## src/rtl/imm_extend_pipe_pkg.sv

```systemverilog
// Shared types for the immediate extender: extension mode encoding.
package imm_ext_pkg;

   localparam int EXT_MODE_W = 2;

   typedef enum logic [EXT_MODE_W-1:0] {
      EXT_ZERO     = 2'd0,
      EXT_SIGN     = 2'd1,
      EXT_SIGN_SHL = 2'd2,
      EXT_UPPER    = 2'd3
   } ext_mode_t;

endpackage

```

## src/rtl/imm_extend_pipe_if.sv

```systemverilog
// Valid/ready bus for imm_extend_pipe. Upstream push side (in_*) and
// downstream pop side (out_*). Tag sideband exists only with IMM_EXT_TAG_EN.
interface imm_extend_pipe_if
   import imm_ext_pkg::*;
#(
   parameter int IN_W  = 19,
   parameter int OUT_W = 32,
   parameter int TAG_W = 4
);

   logic             in_valid;
   logic             in_ready;
   logic [IN_W-1:0]  in_imm;
   ext_mode_t        in_mode;
   logic             out_valid;
   logic             out_ready;
   logic [OUT_W-1:0] out_data;
`ifdef IMM_EXT_TAG_EN
   logic [TAG_W-1:0] in_tag;
   logic [TAG_W-1:0] out_tag;
`endif

   if (TAG_W < 1) begin : g_tag_w_check
      $error("imm_extend_pipe_if: TAG_W must be >= 1");
   end

   // Drives the pipe: upstream producer and downstream consumer side.
   modport master (
      output in_valid, in_imm, in_mode, out_ready,
`ifdef IMM_EXT_TAG_EN
      output in_tag,
      input  out_tag,
`endif
      input  in_ready, out_valid, out_data
   );

   // The pipe itself.
   modport slave (
      input  in_valid, in_imm, in_mode, out_ready,
`ifdef IMM_EXT_TAG_EN
      input  in_tag,
      output out_tag,
`endif
      output in_ready, out_valid, out_data
   );

endinterface

```

## src/rtl/imm_extend_pipe_core.sv

```systemverilog
// Combinational immediate extender: (imm, mode) -> OUT_W operand.
module imm_ext_core
   import imm_ext_pkg::*;
#(
   parameter int IN_W  = 19,
   parameter int OUT_W = 32,
   parameter int SHL   = 2
) (
   input  logic [IN_W-1:0]  imm,
   input  ext_mode_t        mode,
   output logic [OUT_W-1:0] ext
);

   logic [OUT_W-1:0] sext;

   // Select extension form; sign-extended value is shared by two modes.
   always_comb begin
      sext = {{(OUT_W-IN_W){imm[IN_W-1]}}, imm};
      ext  = '0;
      case (mode)
         EXT_ZERO:     ext = {{(OUT_W-IN_W){1'b0}}, imm};
         EXT_SIGN:     ext = sext;
         EXT_SIGN_SHL: ext = sext << SHL;
         EXT_UPPER:    ext = {imm, {(OUT_W-IN_W){1'b0}}};
         default:      ext = '0;
      endcase
   end

endmodule

```

## src/rtl/imm_extend_pipe.sv

```systemverilog
// Registered immediate extender with a 2-entry skid buffer.
// Optional macro IMM_EXT_TAG_EN adds a tag stored alongside each entry.
module imm_extend_pipe
   import imm_ext_pkg::*;
#(
   parameter int IN_W  = 19,
   parameter int OUT_W = 32,
   parameter int SHL   = 2,
   parameter int TAG_W = 4
) (
   input logic               clk,
   input logic               rst,
   imm_extend_pipe_if.slave  bus
);

   if (IN_W < 1 || IN_W >= OUT_W) begin : g_w_check
      $error("imm_extend_pipe: need 1 <= IN_W < OUT_W");
   end
   if (IN_W + SHL > OUT_W) begin : g_shl_check
      $error("imm_extend_pipe: need IN_W+SHL <= OUT_W");
   end
   if (TAG_W < 1) begin : g_tag_check
      $error("imm_extend_pipe: TAG_W must be >= 1");
   end

   logic [OUT_W-1:0] ext;
   logic [1:0]       count, count_nxt;
   logic [OUT_W-1:0] data0, data1;   // data0 is the head entry
   logic             push, pop;
   logic             ld0_new, ld0_shift, ld1_new;

   imm_ext_core #(.IN_W(IN_W), .OUT_W(OUT_W), .SHL(SHL)) u_core (
      .imm  (bus.in_imm),
      .mode (bus.in_mode),
      .ext  (ext)
   );

   assign bus.in_ready  = (count != 2'd2);
   assign bus.out_valid = (count != 2'd0);
   assign bus.out_data  = data0;
   assign push = bus.in_valid & bus.in_ready;
   assign pop  = bus.out_valid & bus.out_ready;

   // Entry load enables and next occupancy from push/pop at the current count.
   always_comb begin
      ld0_new   = 1'b0;
      ld0_shift = 1'b0;
      ld1_new   = 1'b0;
      count_nxt = count;
      case (count)
         2'd0: begin
            ld0_new = push;
            if (push) count_nxt = 2'd1;
         end
         2'd1: begin
            // push+pop at one entry replaces the head in place
            ld0_new = push & pop;
            ld1_new = push & ~pop;
            if (push & ~pop)      count_nxt = 2'd2;
            else if (pop & ~push) count_nxt = 2'd0;
         end
         default: begin
            ld0_shift = pop;
            if (pop) count_nxt = 2'd1;
         end
      endcase
   end

   // Occupancy and data storage.
   always_ff @(posedge clk or posedge rst) begin
      if (rst) begin
         count <= '0;
         data0 <= '0;
         data1 <= '0;
      end else begin
         count <= count_nxt;
         if (ld0_new)        data0 <= ext;
         else if (ld0_shift) data0 <= data1;
         if (ld1_new)        data1 <= ext;
      end
   end

`ifdef IMM_EXT_TAG_EN
   logic [TAG_W-1:0] tag0, tag1;

   assign bus.out_tag = tag0;

   // Tag storage mirrors the data entries.
   always_ff @(posedge clk or posedge rst) begin
      if (rst) begin
         tag0 <= '0;
         tag1 <= '0;
      end else begin
         if (ld0_new)        tag0 <= bus.in_tag;
         else if (ld0_shift) tag0 <= tag1;
         if (ld1_new)        tag1 <= bus.in_tag;
      end
   end
`endif

endmodule

```

## src/flat_wrapper.sv

```systemverilog
// flat-port wrapper written by rule: the top's interface ports become plain ports
module imm_extend_pipe_flat import imm_ext_pkg::*;
#(
   parameter int IN_W  = 19,
   parameter int OUT_W = 32,
   parameter int SHL   = 2,
   parameter int TAG_W = 4
)
  (clk, rst, bus_in_valid, bus_in_imm, bus_in_mode, bus_out_ready, bus_in_ready, bus_out_valid, bus_out_data);
  imm_extend_pipe_if #(.IN_W(IN_W), .OUT_W(OUT_W), .TAG_W(TAG_W)) bus_i ();
  input logic clk;
  input logic rst;
  input wire logic [$bits(bus_i.in_valid)-1:0] bus_in_valid;
  input wire logic [$bits(bus_i.in_imm)-1:0] bus_in_imm;
  input wire logic [$bits(bus_i.in_mode)-1:0] bus_in_mode;
  input wire logic [$bits(bus_i.out_ready)-1:0] bus_out_ready;
  output wire logic [$bits(bus_i.in_ready)-1:0] bus_in_ready;
  output wire logic [$bits(bus_i.out_valid)-1:0] bus_out_valid;
  output wire logic [$bits(bus_i.out_data)-1:0] bus_out_data;
  assign bus_i.in_valid = bus_in_valid;
  assign bus_i.in_imm = bus_in_imm;
  assign bus_i.in_mode = bus_in_mode;
  assign bus_i.out_ready = bus_out_ready;
  assign bus_in_ready = bus_i.in_ready;
  assign bus_out_valid = bus_i.out_valid;
  assign bus_out_data = bus_i.out_data;
  imm_extend_pipe #(.IN_W(IN_W), .OUT_W(OUT_W), .SHL(SHL), .TAG_W(TAG_W)) u_core (.clk(clk), .rst(rst), .bus(bus_i));
endmodule
```

## config.mk

```make
export PLATFORM = sky130hd
export DESIGN_NAME = imm_extend_pipe_flat
export DESIGN_NICKNAME = d
export VERILOG_FILES = /design/src/rtl/imm_extend_pipe_pkg.sv /design/src/rtl/imm_extend_pipe_if.sv /design/src/rtl/imm_extend_pipe_core.sv /design/src/rtl/imm_extend_pipe.sv /design/src/flat_wrapper.sv
export SDC_FILE = /design/constraint.sdc
export NUM_CORES = 1
export LEC_CHECK = 0
export BUFFER_PORTS_ARGS = -buffer_cell sky130_fd_sc_hd__buf_2
export CAP_MARGIN = 20
export CORE_MARGIN = 2
export CORE_UTILIZATION = 50
export CTS_CLUSTER_SIZE = 25
export DETAILED_ROUTE_END_ITERATION = 8
export GPL_TIMING_DRIVEN = 0
export PLACE_DENSITY = 0.7
export SYNTH_ARGS = -nofsm -noshare
export SYNTH_HDL_FRONTEND = slang
export SYNTH_SLANG_ARGS = --single-unit
```

## constraint.sdc

```tcl
create_clock -name clk -period 2.3 [get_ports clk]
set_input_delay 0.23 -clock clk [delete_from_list [all_inputs] [get_ports clk]]
set_output_delay 0.23 -clock clk [all_outputs]
set_load 0.1 [all_outputs]
```

Word-level counts from Yosys, hierarchy flattened. Cells that the tools add are included.

Add/subtract/negate cells: 0. Multipliers: 0. Div/mod/pow operators: 0. Order comparisons: 0. Equal/unequal tests: 7. Shift-type cells: 0. Multiplexer cells: 11. Bitwise gates (word level): 7. Reductions and logical operators: 7.

Operator list (count): one-hot mux 32 bit (4 select lines) (1); 2-to-1 mux 32 bit (2); 2-to-1 mux 2 bit (4); AND 1 bit (5); equality test 2 x 1 -> 1 bit, second input constant (2); equality test 2 bit, second input constant (2); logical NOT 2 bit (2); one-hot mux 2 bit (2 select lines) (1); nonzero test 2 bit (2); inequality test 3 x 1 -> 1 bit, second input constant (1); AND reduction 3 bit (1); nonzero test 3 bit (1); 2-to-1 mux 1 bit (2); inequality test 2 x 1 -> 1 bit, second input constant (1); inequality test 2 bit, second input constant (1); NOT 1 bit (2); one-hot mux 1 bit (2 select lines) (1); OR reduction 2 bit (1).

Register bits: 66. Bits in latches: 0. Memory bits (writable): 0. ROM bits: 0. Bits of input ports: 25. Output and inout bits: 34. Word-level logic and storage cells: 35. Memories kept: 0.

Logic depth before layout (Yosys ltp). Gate-level depths: netlist of the first run.

Depth after elaboration: 7. Mapped depth: 6. Mapped depth without buffers: 3.

Modules after synthesis. A second synthesis of the first run with hierarchy kept.

Cell total of the unflattened synthesis: 260. Area, all modules: 3504.6 um^2.

Modules (own cells, without submodules): imm_extend_pipe (instances 1, cells an instance 190, area an instance 2947.8 um^2, seq. area each 1651.6 um^2); imm_ext_core (instances 1, cells an instance 70, area an instance 556.8 um^2, seq. area each 0.0 um^2).

Least setup slack after synthesis of the first run. No wires, ideal clock.

Kind: register to output. Start point: reg u_core.count[1]. End point: out bus_in_ready. Arrival: 1.134 ns. Data required time: 2.070 ns. Path slack: 0.936 ns. Cell stages (with the launch flop): 3. Buffers on the path: 1. Path through: dfrtp_1 buf_4 nand2_1.

Word-level cells in the longest chain between the ends: 1.

Ends and longest elaborated chain: start: declaration (RTL line imm_extend_pipe.sv:27) `logic [1:0] count, count_nxt;`; start signal: assignment (RTL line imm_extend_pipe.sv:76) `count <= count_nxt;`; inequality test 2 bit (RTL line imm_extend_pipe.sv:38) `assign bus.in_ready = (count != 2'd2);`; end: declaration (RTL line flat_wrapper.sv:17) `output wire logic [$bits(bus_i.in_ready)-1:0] bus_in_ready;`.

Every way passes these cells.

Final worst setup path of the first run.
Start point: reg u_core.count[1]. End point: out bus_out_valid.

Word-level cells in the longest chain between the ends: 1.

Ends and longest elaborated chain: nonzero test 2 bit (RTL line imm_extend_pipe.sv:39) `assign bus.out_valid = (count != 2'd0);`; end: declaration (RTL line flat_wrapper.sv:18) `output wire logic [$bits(bus_i.out_valid)-1:0] bus_out_valid;`.

Every way passes these cells.

==> impl_metrics.csv, run 1 <==
group,metric,value,unit
worst_setup_path,critPathKind,"register to primary output",
clock_network,postCtsSetupRepairBufs,0,
run_status,failed_checks,"hold timing",
sta,period_share,0.711,
clock_network,clock_latency,0.33,ns
sta,fin_worst_skew,0.00546,ns
grt,grt_pass1_wl,12.5,mm
flow_run,cap_violations,0,
synthesis,syn_area,3310,µm²
cells_and_area,utilization,0.610,
synthesis,syn_area_per_cell,11.4,µm²
grt,antenna_found_initial,0,
worst_setup_path,crit_fanout,9,
clock_network,htreeDepth,3,
floorplan,dieArea,7300,µm²
clock_network,clockBufferDepth,2,
worst_setup_path,critPathArrivalTime,1.40,ns
placed_design,postPlaceCellArea,3710,µm²
routing,wl,7.47,mm
routing,drc,0,
sta,hold-worst-slack,-0.0124,ns
pwr,vdd_ir_drop_max,0.788,mV
worst_setup_path,slowest_stage,"dfrtp_1",
placed_design,io_buffer_count,56,
sta,finalMaxSlewViolations,0,
synthesis,synth-seq-area-share,0.498,
sta,setup_viol,0,
grt,grt_pass1_vias,2478,
run_status,status,"finished, violations left",
worst_setup_path,cp_cell_sequence,"buf_4 -> or2_2 -> buf_2",
sta,finalSetupTns,0,ns
worst_setup_path,endpoint_kind,"primary output",
routing,antenna_left,0,
cells_and_area,antennaDiodeCount,0,
cells_and_area,drive_above_1_share,0.271,
worst_setup_path,start_kind,"register",
clock_network,cts_resized,0,
placed_design,place_congestion,0.802,
placed_design,placed_cells,426,
sta,relSlewSlack,0.552,
sta,grt_setup_unrepaired,"false",
routing,drt_iter0_markers,105,
grt,grt_usage,0.223,
synthesis,yosys_warnings,0,
routing,wl_per_cell,16.9,µm
pwr,finalPower,5.12,mW
floorplan,start_util,0.519,
cells_and_area,stdcell_count,442,
clock_network,cts-root-buf,"clkbuf_8",
sta,hold_viol_final,17,
grt,grt_start_max_net_pins,38,
synthesis,ys_types,31,
floorplan,die_w,85.4,µm
floorplan,die_y,85.4,µm
floorplan,core_area,6390,µm²
clock_network,clkTransAtPathRegs,0.07,ns
routing,first_pass_iters,4,
clock_network,cts_made_buffers,9,
synthesis,syn_inst,292,
worst_setup_path,crit_required,2.07,ns
cells_and_area,syn2layout_area_growth,17.5,%
floorplan,pin_count,59,
hold_path,hp-class,"primary input to async pin",
cells_and_area,fin_nets,385,
routing,via_per_inst,5.48,
routing,vias,2423,
floorplan,row_count,29,
pwr,p_leak,1.94,nW
pwr,p_per_area,1320,nW/µm²
clock_network,clock-sinks,66,
worst_setup_path,cpPeakStageDelay,0.36,ns
sta,worst_slew_pin_slew,0.670,ns
clock_network,cts_tree,"done",
cells_and_area,finalInstanceArea,3890,µm²
synthesis,synthesis.nets,317,
grt,grt-ovfl-total,0,
clock_network,ctsHoldBuffers,0,
placed_design,dp_hpwl,5.48,mm
sta,fmax,0.612,GHz
sta,period_needed,1.63,ns
synthesis,synth-seq-cells,66,
[cell type report]
cell class              instances  area (µm²)
plain buffers                  24         189
fillers                       553        2490
clock buffers                  14         173
clock inverters                 2        10.0
multi-input cells             197        1460
inverters                       5        18.8
repair buffers                 57         300
well taps                      77        96.3
flip-flops and latches         66        1650
[cells in the mapped netlist (all sizes together)]
library cell	instances	area [µm²]
dfrtp	66	1650
mux2i	64	641
nand2	40	150
o21ai	32	164
buf	20	173
mux2	19	214
a21oi	13	65.1
a22oi	9	67.6
inv	5	18.8
clkbuf	4	16.3
o211ai	4	30.0
nor2b	3	18.8
a2bb2oi	2	17.5
o311ai	2	17.5
o31ai	2	15.0
and2	1	8.76
and3b	1	8.76
nand2b	1	6.26
nand4bb	1	11.3
nor2	1	3.75
o32a	1	10.0
or2	1	6.26
[flip-flops by register name (all words and copies together) (netlist names)]
| name | flops |
|---|---|
| u_core.count | 2 |
| u_core.data1 | 32 |
| u_core.bus.out_data | 32 |
[per-stage QoR]
stage	hold WS, ns	setup slack (ns)
2_1_floorplan	0.381	0.415
3_3_place_gp	0.419	-0.356
3_5_place_dp	0.364	0.885
4_1_cts	0.00361	0.655
5_1_grt	0.0415	0.613
6_report	-0.0124	0.666
[path summary, 6_finish.rpt]
kind                                       start                 endpoint  slack [ns]  depth (start not counted)
min in group clk                   bus_out_ready          u_core.count[1]        0.07                          2
max in group asynchronous                    rst  u_core.bus.out_data[14]        1.68                          3
worst min-delay path                         rst   u_core.bus.out_data[2]       -0.01                          2
worst min register to register  u_core.data1[26]         u_core.data1[26]        0.48                          2
worst max-delay path             u_core.count[1]            bus_out_valid        0.67                          3
worst max register to register   u_core.count[1]         u_core.data1[23]        0.92                          6
[metal layers]
metal	routed length [µm]	vias up	GRT usage
li1	-	1179	-
met5	0	-	0
met1	3590	1178	0.305
met4	82	0	0.0577
met3	359	8	0.0661
met2	3440	58	0.349
[logic make-up (layout without fill, tap and decap cells)]
| family | count (synthesis) | after routing | synth area share |
|---|---|---|---|
| AOI/OAI and AO/OA | 65 | 65 | 0.117 |
| DFF | 66 | 66 | 0.498 |
| buffers and inverters | 29 | 102 | 0.0627 |
| and+or+nand+nor | 49 | 49 | 0.0646 |
| muxes | 83 | 83 | 0.258 |
[where the power goes]
| part | switching, mW | internal [mW] | leakage, nW |
|---|---|---|---|
| sequential | 0.207 | 1.55 | 0.833 |
| clock | 0.425 | 0.478 | 0.0965 |
| combinational | 1.95 | 0.507 | 1.01 |
| total | 2.58 | 2.54 | 1.94 |
[critical path: cells and delay by family (launching register included)]
kind / cells / cell delay, ns
buffers and inverters: 2 / 0.45
flip-flops: 1 / 0.36
AND/OR/NAND/NOR: 1 / 0.26
[cells in the final DEF, fill, tap and decap left out, types with 2 or more instances in the layout]
cell,instances
mux2i_1,64
clkinv_2,2
buf_4,3
mux2_1,18
a22oi_1,9
dfrtp_1,66
o31ai_1,2
inv_2,3
buf_6,4
nand2_1,40
a2bb2oi_1,2
clkbuf_8,12
inv_1,2
buf_2,66
buf_12,3
o311ai_1,2
a21oi_1,13
o211ai_1,4
clkbuf_1,5
nor2b_1,3
o21ai_1,30
(Power assumes the default switching activity.)
==> inputs of run 2 (changes only) <==
--- a/config.mk
+++ b/config.mk
@@ -5,6 +5,7 @@
 export SDC_FILE = /design/constraint.sdc
 export NUM_CORES = 1
 export LEC_CHECK = 0
+export ABC_AREA = 1
 export BUFFER_PORTS_ARGS = -buffer_cell sky130_fd_sc_hd__buf_2
 export CAP_MARGIN = 20
 export CORE_MARGIN = 2
@@ -12,7 +13,7 @@
 export CTS_CLUSTER_SIZE = 25
 export DETAILED_ROUTE_END_ITERATION = 8
 export GPL_TIMING_DRIVEN = 0
-export PLACE_DENSITY = 0.7
+export PLACE_DENSITY = 0.69
 export SYNTH_ARGS = -nofsm -noshare
 export SYNTH_HDL_FRONTEND = slang
 export SYNTH_SLANG_ARGS = --single-unit
==> constraint.sdc (replaced) <==
create_clock -name clk -period 1.56 [get_ports clk]
set_input_delay 0.156 -clock clk [delete_from_list [all_inputs] [get_ports clk]]
set_output_delay 0.156 -clock clk [all_outputs]
set_load 0.1 [all_outputs]
==> run 2 against run 1 <==
  * The run now ends clean
  * Cell area grew 4.8%
  * Sequential share of layout area shrank 1.9 points
  * Cell count grew 45%
  * Clock skew grew 0.0018 ns
  * Core utilization shrank 0.25 points
  * Synthesized cell count grew 66%
==> impl_metrics.csv, run 2 <==
group,metric,value,unit
synthesis,synth-seq-cells,66,
floorplan,die_y,86.7,µm
routing,vias,3253,
run_status,status,"completed",
cells_and_area,final.fill_count,653,
synthesis,synth-seq-area-share,0.484,
flow_run,cap_violations,0,
grt,grt_usage,0.256,
sta,grt_setup_unrepaired,"false",
synthesis,synth_common_cells,"220 x nand2_1, 89 x nand3_1, 66 x dfrtp_1",
routing,drc,0,
hold_path,hold_depth,3,
sta,fmax,0.672,GHz
routing,wl,8.78,mm
clock_network,htreeDepth,3,
sta,worst_slew_pin_slew,0.847,ns
pwr,p_per_area,1960,nW/µm²
clock_network,cts_made_buffers,9,
pwr,p_leak,2.40,nW
grt,grt_start_max_net_pins,39,
sta,setup_slack,0.0723,ns
worst_setup_path,endpoint_kind,"primary output",
clock_network,clock_latency,0.35,ns
routing,antenna_left,0,
pwr,finalPower,8.01,mW
synthesis,synthFlopType,"dfrtp_1",
cells_and_area,final_cell_mix,"220 x nand2_1, 89 x nand3_1, 78 x buf_2",
cells_and_area,fin_nets,581,
worst_setup_path,crit_required,1.40,ns
synthesis,postSynth.asyncResetShare,1.00,
floorplan,start_util,0.508,
clock_network,clockBufferDepth,2,
floorplan,die_w,86.7,µm
sta,relSlewSlack,0.434,
floorplan,core_area,6720,µm²
worst_setup_path,start_kind,"register",
hold_path,hp-class,"primary input to register",
synthesis,yosysMostFrequentCell,"nand2_1",
sta,finalSetupTns,0,ns
cells_and_area,drive_above_1_share,0.193,
synthesis,ys_types,15,
cells_and_area,antennaDiodeCount,0,
sta,period_share,0.954,
worst_setup_path,ff2ff_path_depth,5,
worst_setup_path,r2r_end,"u_core.bus.out_data[16]",
worst_setup_path,reg2reg_slack,0.15,ns
sta,period_needed,1.49,ns
grt,grt_pass1_wl,14.6,mm
synthesis,synth_top_cell_area_share,0.484,
sta,hold_viol_final,0,
synthesis,yosys_warnings,0,
routing,via_per_inst,5.07,
placed_design,io_buffer_count,57,
hold_path,hold_end,"u_core.data1[0]",
placed_design,dp_hpwl,6.45,mm
pwr,vdd_ir_drop_max,1.03,mV
sta,fin_worst_skew,0.00722,ns
clock_network,clkTransAtPathRegs,0.07,ns
worst_setup_path,critPathArrivalTime,1.33,ns
synthesis,synthesis.nets,511,
synthesis,syn_area_per_cell,7.03,µm²
worst_setup_path,critPathKind,"register to primary output",
clock_network,cts_tree,"done",
synthesis,synth-edff-count,0,
synthesis,syn_inst,486,
clock_network,postCtsSetupRepairBufs,0,
worst_setup_path,r2r-start,"u_core.count[1]",
placed_design,place_congestion,0.943,
floorplan,row_count,30,
routing,first_pass_iters,5,
synthesis,syn_area,3420,µm²
floorplan,dieArea,7510,µm²
clock_network,cts-root-buf,"clkbuf_8",
sta,setup_viol,0,
cells_and_area,syn2layout_area_growth,19.5,%
hold_path,hold_path.startpoint,"bus_in_imm[0]",
grt,grt-ovfl-total,0,
placed_design,dpl_worst_slack,0.164,ns
grt,antenna_found_initial,0,
sta,finalMaxSlewViolations,0,
clock_network,clock-sinks,66,
routing,wl_per_cell,13.7,µm
synthesis,yosys.area.top_type,"dfrtp_1",
floorplan,pin_count,59,
cells_and_area,mostFrequentLayoutCell,"nand2_1",
grt,grt_pass1_vias,2994,
synthesis,synth.top_cells.by_area,"dfrtp_1 48%, nand2_1 24%, nand3_1 13%",
routing,drt_iter0_markers,270,
cells_and_area,utilization,0.607,
worst_setup_path,crit_fanout,10,
## run 2: critical path, stage by stage (launching register included)
cell      delay (ns)
dfrtp_1         0.43
clkbuf_2        0.21
nand2_1         0.12
buf_6           0.22
## run 2: how the worst max path moves through the flow
stage / startpoint / end / slack (ns) / depth (start not counted)
floorplan: u_core.count[1] / bus_in_ready / 0.13 / 2
detailed placement: u_core.count[1] / u_core.bus.out_data[15] / 0.16 / 5
finish: u_core.count[1] / bus_in_ready / 0.07 / 3
CTS: u_core.count[1] / bus_in_ready / 0.006 / 3
global route: u_core.count[1] / bus_in_ready / 0.003 / 3
global placement: u_core.count[1] / u_core.bus.out_data[13] / 0.17 / 5
## run 2: repair_timing
action / in CTS / in global routing
resized for setup: 2 / 1
hold buffers: 1 / 0
endpoints found under the setup margin: 1 / 1
hold endpoints to repair: 37 / 0
## run 2: logic make-up (layout without fill, tap and decap cells)
logic type,after synthesis,after routing,share of synthesized area
buffers and inverters,75,150,0.0916
AOI/OAI and AO/OA,8,8,0.0168
DFF,66,66,0.484
and+or+nand+nor,337,337,0.408
## run 2: power breakdown
part | leakage, nW | total, mW | internal, mW | switching, mW
clock | 0.119 | 1.70 | 1.03 | 0.669
combinational | 1.45 | 3.72 | 0.699 | 3.02
sequential | 0.830 | 2.59 | 2.29 | 0.296
total | 2.40 | 8.01 | 4.02 | 3.99
## run 2: per-stage QoR
stage,hold WS [ns],cell area (µm²),instances
after floorplan,0.294,3420,486
after global placement,0.455,3800,623
after detailed placement,0.375,3820,624
after CTS,0.0832,4080,641
after global routing,0.0923,4080,641
final,0.0939,4080,641
## run 2: layout make-up
type	instances	area [µm²]	share of cell area
Sequential cell	66	1650	0.405
Multi-Input combinational cell	345	1450	0.356
Timing Repair Buffer	59	322	0.0788
Inverter	47	180	0.0442
Clock buffer	12	165	0.0405
Buffer	28	138	0.0337
Tap cell	80	100	0.0245
Clock inverter	4	72.6	0.0178
## run 2: layer usage
layer  part of all wire  wire length, µm  vias to the layer above  track usage
li1                   -                -                     1644            -
met1               0.46             4070                     1487        0.349
met2               0.46             4050                      108        0.397
met3              0.059              515                       14       0.0695
met4              0.016              141                        0       0.0838
met5                  0                0                        -            0
